**config.mk**
```make
export PLATFORM = sky130hd
export DESIGN_NAME = srl_pipe_ctrl
export DESIGN_NICKNAME = d
export VERILOG_FILES = /design/src/rtl/srl_pkg.sv /design/src/rtl/srl_pipe_payload.sv /design/src/rtl/srl_pipe_ctrl.sv
export SDC_FILE = /design/constraint.sdc
export NUM_CORES = 1
export LEC_CHECK = 0
export ABC_CLOCK_PERIOD_IN_PS = 4400
export CAP_MARGIN = 20
export CORE_MARGIN = 5
export CORE_UTILIZATION = 40
export DETAILED_ROUTE_END_ITERATION = 10
export HOLD_SLACK_MARGIN = 0.06
export PLACE_DENSITY = 0.73
export SYNTH_ARGS = -nofsm -noshare
export SYNTH_HDL_FRONTEND = slang
export SYNTH_SLANG_ARGS = --single-unit
export TNS_END_PERCENT = 100
```
**constraint.sdc**
```tcl
create_clock -name clk -period 4.4 [get_ports clk]
set_clock_uncertainty 0.1 [all_clocks]
set_input_delay 0.66 -clock clk [delete_from_list [all_inputs] [get_ports clk]]
set_output_delay 0.66 -clock clk [all_outputs]
set_load 0.005 [all_outputs]
```
**src/rtl/srl_pkg.sv**
```systemverilog
// Shared definitions for the srl_pipe flow-control block: FSM encoding and
// the legal delay-line depth range.
package srl_pkg;

  localparam int C_SRL_MIN_DEPTH = 2;
  localparam int C_SRL_MAX_DEPTH = 64;

  typedef enum logic [1:0] {
    S_IDLE  = 2'd0,
    S_RUN   = 2'd1,
    S_DRAIN = 2'd2,
    S_DONE  = 2'd3
  } srl_state_e;

  // True when a requested delay-line depth is within the supported range.
  function automatic logic depth_ok(input int depth);
    return (depth >= C_SRL_MIN_DEPTH) && (depth <= C_SRL_MAX_DEPTH);
  endfunction

endpackage

```
**src/rtl/srl_pipe_payload.sv**
```systemverilog
// Payload half of the delay line: a plain per-bit shift register advanced by
// a clock enable. It carries no reset so it maps onto SRL-style primitives;
// liveness of each slot is tracked separately by the controller.
module srl_pipe_payload
  import srl_pkg::*;
#(
  parameter int C_DEPTH = 4,
  parameter int C_WIDTH = 32
) (
  input  logic               clk,
  input  logic               ce_i,
  input  logic [C_WIDTH-1:0] data_i,
  output logic [C_WIDTH-1:0] data_o
);

  logic [C_WIDTH-1:0] line_q [C_DEPTH];

  // Shift every slot one position toward the tail whenever the line advances.
  always_ff @(posedge clk) begin
    if (ce_i) begin
      line_q[0] <= data_i;
      for (int i = 1; i < C_DEPTH; i++) begin
        line_q[i] <= line_q[i-1];
      end
    end
  end

  assign data_o = line_q[C_DEPTH-1];

endmodule

```
**src/rtl/srl_pipe_ctrl.sv**
```systemverilog
// Valid/ready sequencer around a fixed-latency delay line. A parallel valid
// shift register marks live slots; the whole line freezes only when a live
// word sits at the tail and the consumer stalls. Also keeps an occupancy
// count and a small FSM that sequences drain requests.
module srl_pipe_ctrl
  import srl_pkg::*;
#(
  parameter int C_CLOCK_CYCLES = 4,
  parameter int C_DATA_WIDTH   = 32,
  parameter int C_CNT_WIDTH    = 7
) (
  input  logic                    clk,
  input  logic                    rst,
  input  logic                    s_valid,
  output logic                    s_ready,
  input  logic [C_DATA_WIDTH-1:0] s_data,
  output logic                    m_valid,
  input  logic                    m_ready,
  output logic [C_DATA_WIDTH-1:0] m_data,
  input  logic                    drain_req,
  output logic                    drain_done,
  input  logic                    flush,
  output logic [C_CNT_WIDTH-1:0]  occupancy,
  output logic                    busy
);

  localparam int N = C_CLOCK_CYCLES;

  // Reject unsupported depths and counters too narrow to hold N.
  if (!depth_ok(C_CLOCK_CYCLES)) begin : g_bad_depth
    $error("srl_pipe_ctrl: C_CLOCK_CYCLES out of supported range");
  end
  if ((64'd1 << C_CNT_WIDTH) <= 64'(C_CLOCK_CYCLES)) begin : g_bad_cnt
    $error("srl_pipe_ctrl: C_CNT_WIDTH too small for C_CLOCK_CYCLES");
  end

  srl_state_e             state_q, state_d;
  logic [N-1:0]           vld_q, vld_d;
  logic [C_CNT_WIDTH-1:0] occ_q, occ_d;
  logic                   ce_s;
  logic                   in_xfer_s;
  logic                   out_xfer_s;

  // Line advances unless a live tail word is being held off by the consumer.
  assign ce_s       = ~vld_q[N-1] | m_ready;
  assign s_ready    = ce_s & (state_q != S_DRAIN);
  assign in_xfer_s  = s_valid & s_ready;
  assign out_xfer_s = vld_q[N-1] & m_ready;

  assign m_valid    = vld_q[N-1];
  assign occupancy  = occ_q;
  assign drain_done = (state_q == S_DONE);
  assign busy       = (state_q != S_IDLE) | (occ_q != '0);

  srl_pipe_payload #(
    .C_DEPTH (N),
    .C_WIDTH (C_DATA_WIDTH)
  ) u_payload (
    .clk    (clk),
    .ce_i   (ce_s),
    .data_i (s_data),
    .data_o (m_data)
  );

  // Next valid vector and occupancy; flush wipes both regardless of traffic.
  always_comb begin
    vld_d = vld_q;
    occ_d = occ_q;
    if (flush) begin
      vld_d = '0;
      occ_d = '0;
    end else begin
      if (ce_s) begin
        vld_d = {vld_q[N-2:0], in_xfer_s};
      end else begin
        vld_d = vld_q;
      end
      case ({in_xfer_s, out_xfer_s})
        2'b10:   occ_d = occ_q + C_CNT_WIDTH'(1'b1);
        2'b01:   occ_d = occ_q - C_CNT_WIDTH'(1'b1);
        default: occ_d = occ_q;
      endcase
    end
  end

  // Drain sequencing; flush aborts everything and drain_req beats traffic.
  always_comb begin
    state_d = state_q;
    if (flush) begin
      state_d = S_IDLE;
    end else begin
      case (state_q)
        S_IDLE: begin
          if (drain_req) begin
            state_d = S_DRAIN;
          end else if (in_xfer_s) begin
            state_d = S_RUN;
          end else begin
            state_d = S_IDLE;
          end
        end
        S_RUN: begin
          if (drain_req) begin
            state_d = S_DRAIN;
          end else if (occ_d == '0) begin
            state_d = S_IDLE;
          end else begin
            state_d = S_RUN;
          end
        end
        S_DRAIN: begin
          if (occ_d == '0) begin
            state_d = S_DONE;
          end else begin
            state_d = S_DRAIN;
          end
        end
        S_DONE:  state_d = S_IDLE;
        default: state_d = S_IDLE;
      endcase
    end
  end

  // Control state registers; payload bits are deliberately not reset.
  always_ff @(posedge clk or negedge rst) begin
    if (!rst) begin
      state_q <= S_IDLE;
      vld_q   <= '0;
      occ_q   <= '0;
    end else begin
      state_q <= state_d;
      vld_q   <= vld_d;
      occ_q   <= occ_d;
    end
  end

endmodule

```
==> results.toml, run 1 <==
[outcome]
outcome = "complete, no violations"

[setup_path]
critical_path_required_ns = 4.62
r2r_cells = 14
start_kind = "primary input"
path_class = "primary input to flip-flop"
cp-end-kind = "flip-flop"
r2r-start = "vld_q[3]"
worstPathMaxFanout = 18
arrival_ns = 3.73
reg2reg_to = "state_q[0]"
rrSetupSlack_ns = 1.14

[final_layout]
fin_util = 0.534
fillers = 956
syn_to_final_growth_pct = 32.4
diodes = 0
drive_gt1_frac = 0.0938
layout.nets = 380

[synth]
synthFlopType = "edfxtp_1"
synth_top_family_by_area = "simple AND/OR/NAND/NOR gates"
netlist_instances = 245
syn_nets = 286
synth_fa_ha_area_frac = 0.00781
synth-seq-cells = 141
netlist_area_um2 = 4800
synth_warnings = 0
synth_xor_area_frac = 0.0146
synth-edff-count = 128
synthArstFlopShare = 0.0922
syn_avg_cell_area_um2 = 19.6
synthSimpleGateAreaFrac = 0.0477
synth-compound-area-share = 0.0419
synth-seq-area-share = 0.868
synth.mux.area_fraction = 0.00625
synth_cell_types = 38

[sta]
finalHoldViolCount = 0
fmax_mhz = 285
rsz0062_at_grt = "no"
post-route-period-util = 0.796
worstMarginPinSlew_ns = 0.663
fin_hold_ws_ns = 0.314
finalMaxSlewViolations = 0
slew-limit-headroom = 0.558
tns_ns = 0
setup_viol = 0
fin_crit_ns = 3.50

[route]
totalWireLength_um = 7390
drtIter0Drc = 218
detail_route.wl_per_cell_um = 14.8
vias = 2362
viasPerCell = 4.73
detail-route-antenna-nets = 0
drc_errors = 0
dr.pass1.iters = 4

[hold_path]
min-delay-start = "u_payload.line_q[2][27]"
hp-class = "flip-flop to flip-flop"
min_path_cells = 0
hold_end = "u_payload.line_q[3][27]"

[global_route]
antenna_found_initial = 0
grt_max_degree = 131
grtUsageTotal = 0.111
grt_pass1_vias = 2444
grt_overflow = 0
grt_pass1_wl_um = 12000

[pwr]
ir_drop_mv = 0.211
seqPwrFrac = 0.510
clkPwrFrac = 0.442
leakage_nw = 2.38
p_per_area_nw_per_um2 = 489
power.switching_uw = 583
fin_total_pwr_mw = 3.11
power_frac_comb = 0.048
p_sw_frac = 0.187
internal_power_mw = 2.53

[die]
core_area_um2 = 11900
die-area_um2 = 14300
pin_count = 81
die-width_um = 120
fp-row-count = 40
die_height_um = 120
start_util = 0.403

[clock_network]
cts_max_level = 4
hold_buffers = 0
cts_tree = "yes"
post_cts_buffers = 0
cts_buffer_depth = 2
numCtsBuffers = 17
cts_root_buffer = "clkbuf_16"
cts.sinks = 141
clk_latency_ns = 0.40
path_clk_slew_ns = 0.06
cts_resized = 0

[run]
drv_cap = 0

[placed_design]
place_congestion = 0.784
place_hpwl_um = 4580
port_buffers = 80
==> registers in the layout, summed over array words and instances, names as in the netlist <==
name              count
occupancy             7
state_q               2
u_payload.line_q    128
vld_q                 4
==> kinds of logic after synthesis <==
group | count (synthesis)
buf+inv | 13
mux | 3
compound gates | 30
xor+xnor | 8
flops | 141
fa+ha+maj | 3
simple gates | 47
==> worst max-delay path: stages <==
cell and delay, ns:
clkdlybuf4s50_1 0.47, nor2b_1 0.05, buf_4 0.15, a21oi_1 0.18
nand2_1 0.13, ha_1 0.21, buf_4 0.19, xor2_1 0.16
ha_1 0.27, a31oi_1 0.32, a21oi_1 0.14, a311oi_2 0.28
xnor2_1 0.19, o211ai_2 0.13, mux2i_1 0.19
==> metal layers <==
| metal | GRT usage | vias to the layer above | wire (um) |
|---|---|---|---|
| met3 | 0.0363 | 13 | 454 |
| met5 | 0 | - | 0 |
| met1 | 0.133 | 1121 | 3080 |
| li1 | - | 1129 | - |
| met4 | 0.0723 | 0 | 153 |
| met2 | 0.172 | 99 | 3700 |
==> power by group through the flow <==
stage	logic (mW)	registers, mW	clock network (mW)
6_report	0.151	1.59	1.37
5_1_grt	0.164	1.60	1.47
4_1_cts	0.153	1.59	1.41
3_5_place_dp	0.152	1.61	0
3_3_place_gp	0.148	1.61	0
2_1_floorplan	0.0453	1.60	0
==> synth_stat cells, drive strengths merged, types with 3 or more instances <==
cell type	n	area share
xnor2	5	0.0091
o21ai	6	0.0062
inv	5	0.0039
mux2i	3	0.0063
a21oi	12	0.013
ha	3	0.0078
nand2	10	0.0078
edfxtp	128	0.80
xor2	3	0.0055
buf	6	0.0086
nand3	3	0.0031
dfrtp	13	0.068
nor2	18	0.014
and3	3	0.0039
a31oi	3	0.0052
==> cell usage in the layout, fill, tap and decap left out, types with 2 or more instances in the layout <==
master	count
a31oi_1	2
edfxtp_1	128
o21ai_0	5
a21oi_1	12
inv_6	2
dfrtp_1	13
nand2_1	10
ha_1	3
xnor2_1	5
nand2b_1	2
nor2b_1	2
clkinv_4	2
clkbuf_16	17
nor2_1	18
clkinv_1	5
o31ai_1	2
clkdlybuf4s50_1	80
nand3_1	3
mux2i_1	3
nand4_1	2
bufinv_16	3
clkinv_2	3
xor2_1	3
inv_1	4
and3_1	3
buf_4	2
==> through the flow <==
stage	std cells	cell area (um^2)	setup WS (ns)
after floorplan	245	4800	0.252
final	499	6360	0.897
after CTS	499	6360	0.973
after global routing	499	6360	0.755
after detailed placement	467	5780	0.576
after global placement	467	5780	0.723
==> final cells by class <==
cell class	instances	area [um^2]	area share
flip-flops and latches	141	4170	0.656
repair buffers	83	836	0.131
multi-input cells	91	568	0.0893
clock buffers	18	429	0.0675
well taps	147	184	0.0289
clock inverters	14	150	0.0236
inverters	5	23.8	0.00374
==> worst max-delay path by stage <==
stage                 end  depth (start not counted)  startpoint
6_report       state_q[0]                         15     m_ready
5_1_grt        state_q[0]                         15     m_ready
4_1_cts        state_q[0]                         15     m_ready
3_5_place_dp   state_q[0]                         15     m_ready
3_3_place_gp   state_q[0]                         15     m_ready
2_1_floorplan  state_q[0]                          6     m_ready
No activity file was read; power rests on OpenSTA's default activity.
==> run 2: changes to the inputs <==
Settings changed: ABC_CLOCK_PERIOD_IN_PS 4400 to 2950, PLACE_DENSITY 0.73 to 0.75.
Clock period 4.4 ns to 2.95 ns, I/O delays scaled along.
==> results.toml, run 2 (synthesized netlist as in run 1, its figures left out) <==
[placed_design]
port_buffers = 80
place_congestion = 0.767
place_hpwl_um = 4850
dp.cells = 477

[setup_path]
worstPathMaxFanout = 8
cpPeakStageDelay_ns = 0.51
cp-end-kind = "flip-flop"
worstPathCellList = "clkdlybuf4s50_1 > nor2b_4 > a21oi_1 > nand2_1 > buf_4 > ha_1 > and3_1 > a31oi_2 > a21oi_1 > a311oi_2 > xnor2_1 > o211ai_2 > mux2i_1"
worst_path_max_delay_cell = "clkdlybuf4s50_1"
start_kind = "primary input"
path_class = "primary input to flip-flop"
crit_family = "compound AO/OA/AOI/OAI gates"
critical_path_required_ns = 3.14
path_common_cell = "a21oi_1"
crit_buf_inv = 2
arrival_ns = 2.97

[global_route]
grt_busiest_layer = "met2"
grt_overflow = 0
grtUsageTotal = 0.113
global_route.usage.met2 = 0.178
grt_pass1_vias = 2499
grt_pass1_wl_um = 12200
grt_max_degree = 57
use_met1 = 0.129
antenna_found_initial = 0
use_met3 = 0.0485

[clock_network]
numCtsBuffers = 17
cts_max_level = 4
path_clk_slew_ns = 0.06
cts_buffer_depth = 2
clk_latency_ns = 0.40
hold_buffers = 0
cts_tree = "yes"
cts.sinks = 141
cts_root_buffer = "clkbuf_16"

[pwr]
power_frac_comb = 0.051
ir_drop_mv = 0.277
power.switching_uw = 972
p_per_area_nw_per_um2 = 716
internal_power_mw = 3.65
clkPwrFrac = 0.438
seqPwrFrac = 0.512
p_sw_frac = 0.210
leakage_nw = 2.41

[sta]
fin_hold_ws_ns = 0.306
finalMaxSlewViolations = 0
post-route-period-util = 0.942
slew-limit-headroom = 0.607
worstMarginPinSlew_ns = 0.587
finalHoldViolCount = 0
setup_viol = 0
tns_ns = 0
fin_crit_ns = 2.78
fmax_mhz = 360

[final_layout]
drive_gt1_frac = 0.144
diodes = 0
layout.nets = 390
final_common_cell = "edfxtp_1"
largest_register_ffs = 128
syn_to_final_growth_pct = 34.5
final_cell_mix = "edfxtp_1 (128), clkdlybuf4s50_1 (80), nor2_1 (18)"
largest-register = "u_payload.line_q"
fillers = 947
layoutNonFillerInstCount = 509

[die]
start_util = 0.403
die_height_um = 120
fp-row-count = 40
pin_count = 81
die-area_um2 = 14300
core_area_um2 = 11900
die-width_um = 120

[run]
drv_cap = 0

[route]
dr.pass1.iters = 5
detail-route-antenna-nets = 0
drtIter0Drc = 144
detail_route.wl_per_cell_um = 14.8
totalWireLength_um = 7520
drc_errors = 0
vias = 2441
viasPerCell = 4.80

[outcome]
outcome = "complete, no violations"

[hold_path]
hp-class = "primary input to asynchronous set/reset pin"
==> run 2: cell count changes in the layout (fill, tap and decap cells not counted), moves of 2 or more <==
cell / before / now
bufinv_16: 3 / 1
clkinvlp_4: 0 / 5
inv_6: 2 / 5
buf_4: 2 / 11
inv_8: 0 / 3
clkinv_2: 3 / 1
clkinv_1: 5 / 0
==> run 2: cell type report <==
cell class / count / area, um^2 / share of cell area
clock buffer: 17 / 425 / 0.0659
clock inverter: 15 / 151 / 0.0234
inverter: 5 / 22.5 / 0.00349
multi-input combinational: 91 / 584 / 0.0905
sequential: 141 / 4170 / 0.645
tap: 147 / 184 / 0.0285
timing repair buffer: 93 / 923 / 0.143
==> run 2: per-stage QoR <==
stage                      util  total power, mW  area [um^2]  worst slack [ns]
final                     0.542             4.63         6460             0.172
after detailed placement  0.493             2.64         5870            -0.327
after floorplan               -             2.46         4820            -0.147
after CTS                 0.542             4.69         6450            0.0955
after global placement    0.493             2.63         5870            -0.189
after global routing      0.542             4.81         6460          -0.00833
==> run 2: timing repair <==
action / CTS / global route
buffers inserted: 0 / 0
gates resized for setup: 0 / 2
setup endpoints to repair: 0 / 1
==> run 2: power by group through the flow <==
| stage | Clock, mW | Sequential, mW | Combinational (mW) |
|---|---|---|---|
| 2_1_floorplan | 0 | 2.39 | 0.0680 |
| 3_3_place_gp | 0 | 2.40 | 0.230 |
| 3_5_place_dp | 0 | 2.41 | 0.235 |
| 4_1_cts | 2.09 | 2.37 | 0.237 |
| 5_1_grt | 2.18 | 2.38 | 0.252 |
| 6_report | 2.02 | 2.37 | 0.235 |
==> run 2: layer usage <==
metal,vias to the layer above,part of all wire
met4,0,0.024
met3,16,0.052
met1,1185,0.43
li1,1146,-
met2,94,0.50
met5,-,0
==> run 2: worst paths after layout <==
| kind | start | to | slack, ns | cells past startpoint |
|---|---|---|---|---|
| max | m_ready | state_q[0] | 0.17 | 13 |
| min | rst | occupancy[0] | 0.31 | 1 |
| max reg2reg | vld_q[3] | state_q[0] | 0.19 | 12 |
| min reg2reg | u_payload.line_q[2][28] | u_payload.line_q[3][28] | 0.31 | 0 |
| max in group asynchronous | rst | occupancy[3] | 2.06 | 1 |
| min in group clk | u_payload.line_q[2][28] | u_payload.line_q[3][28] | 0.31 | 0 |
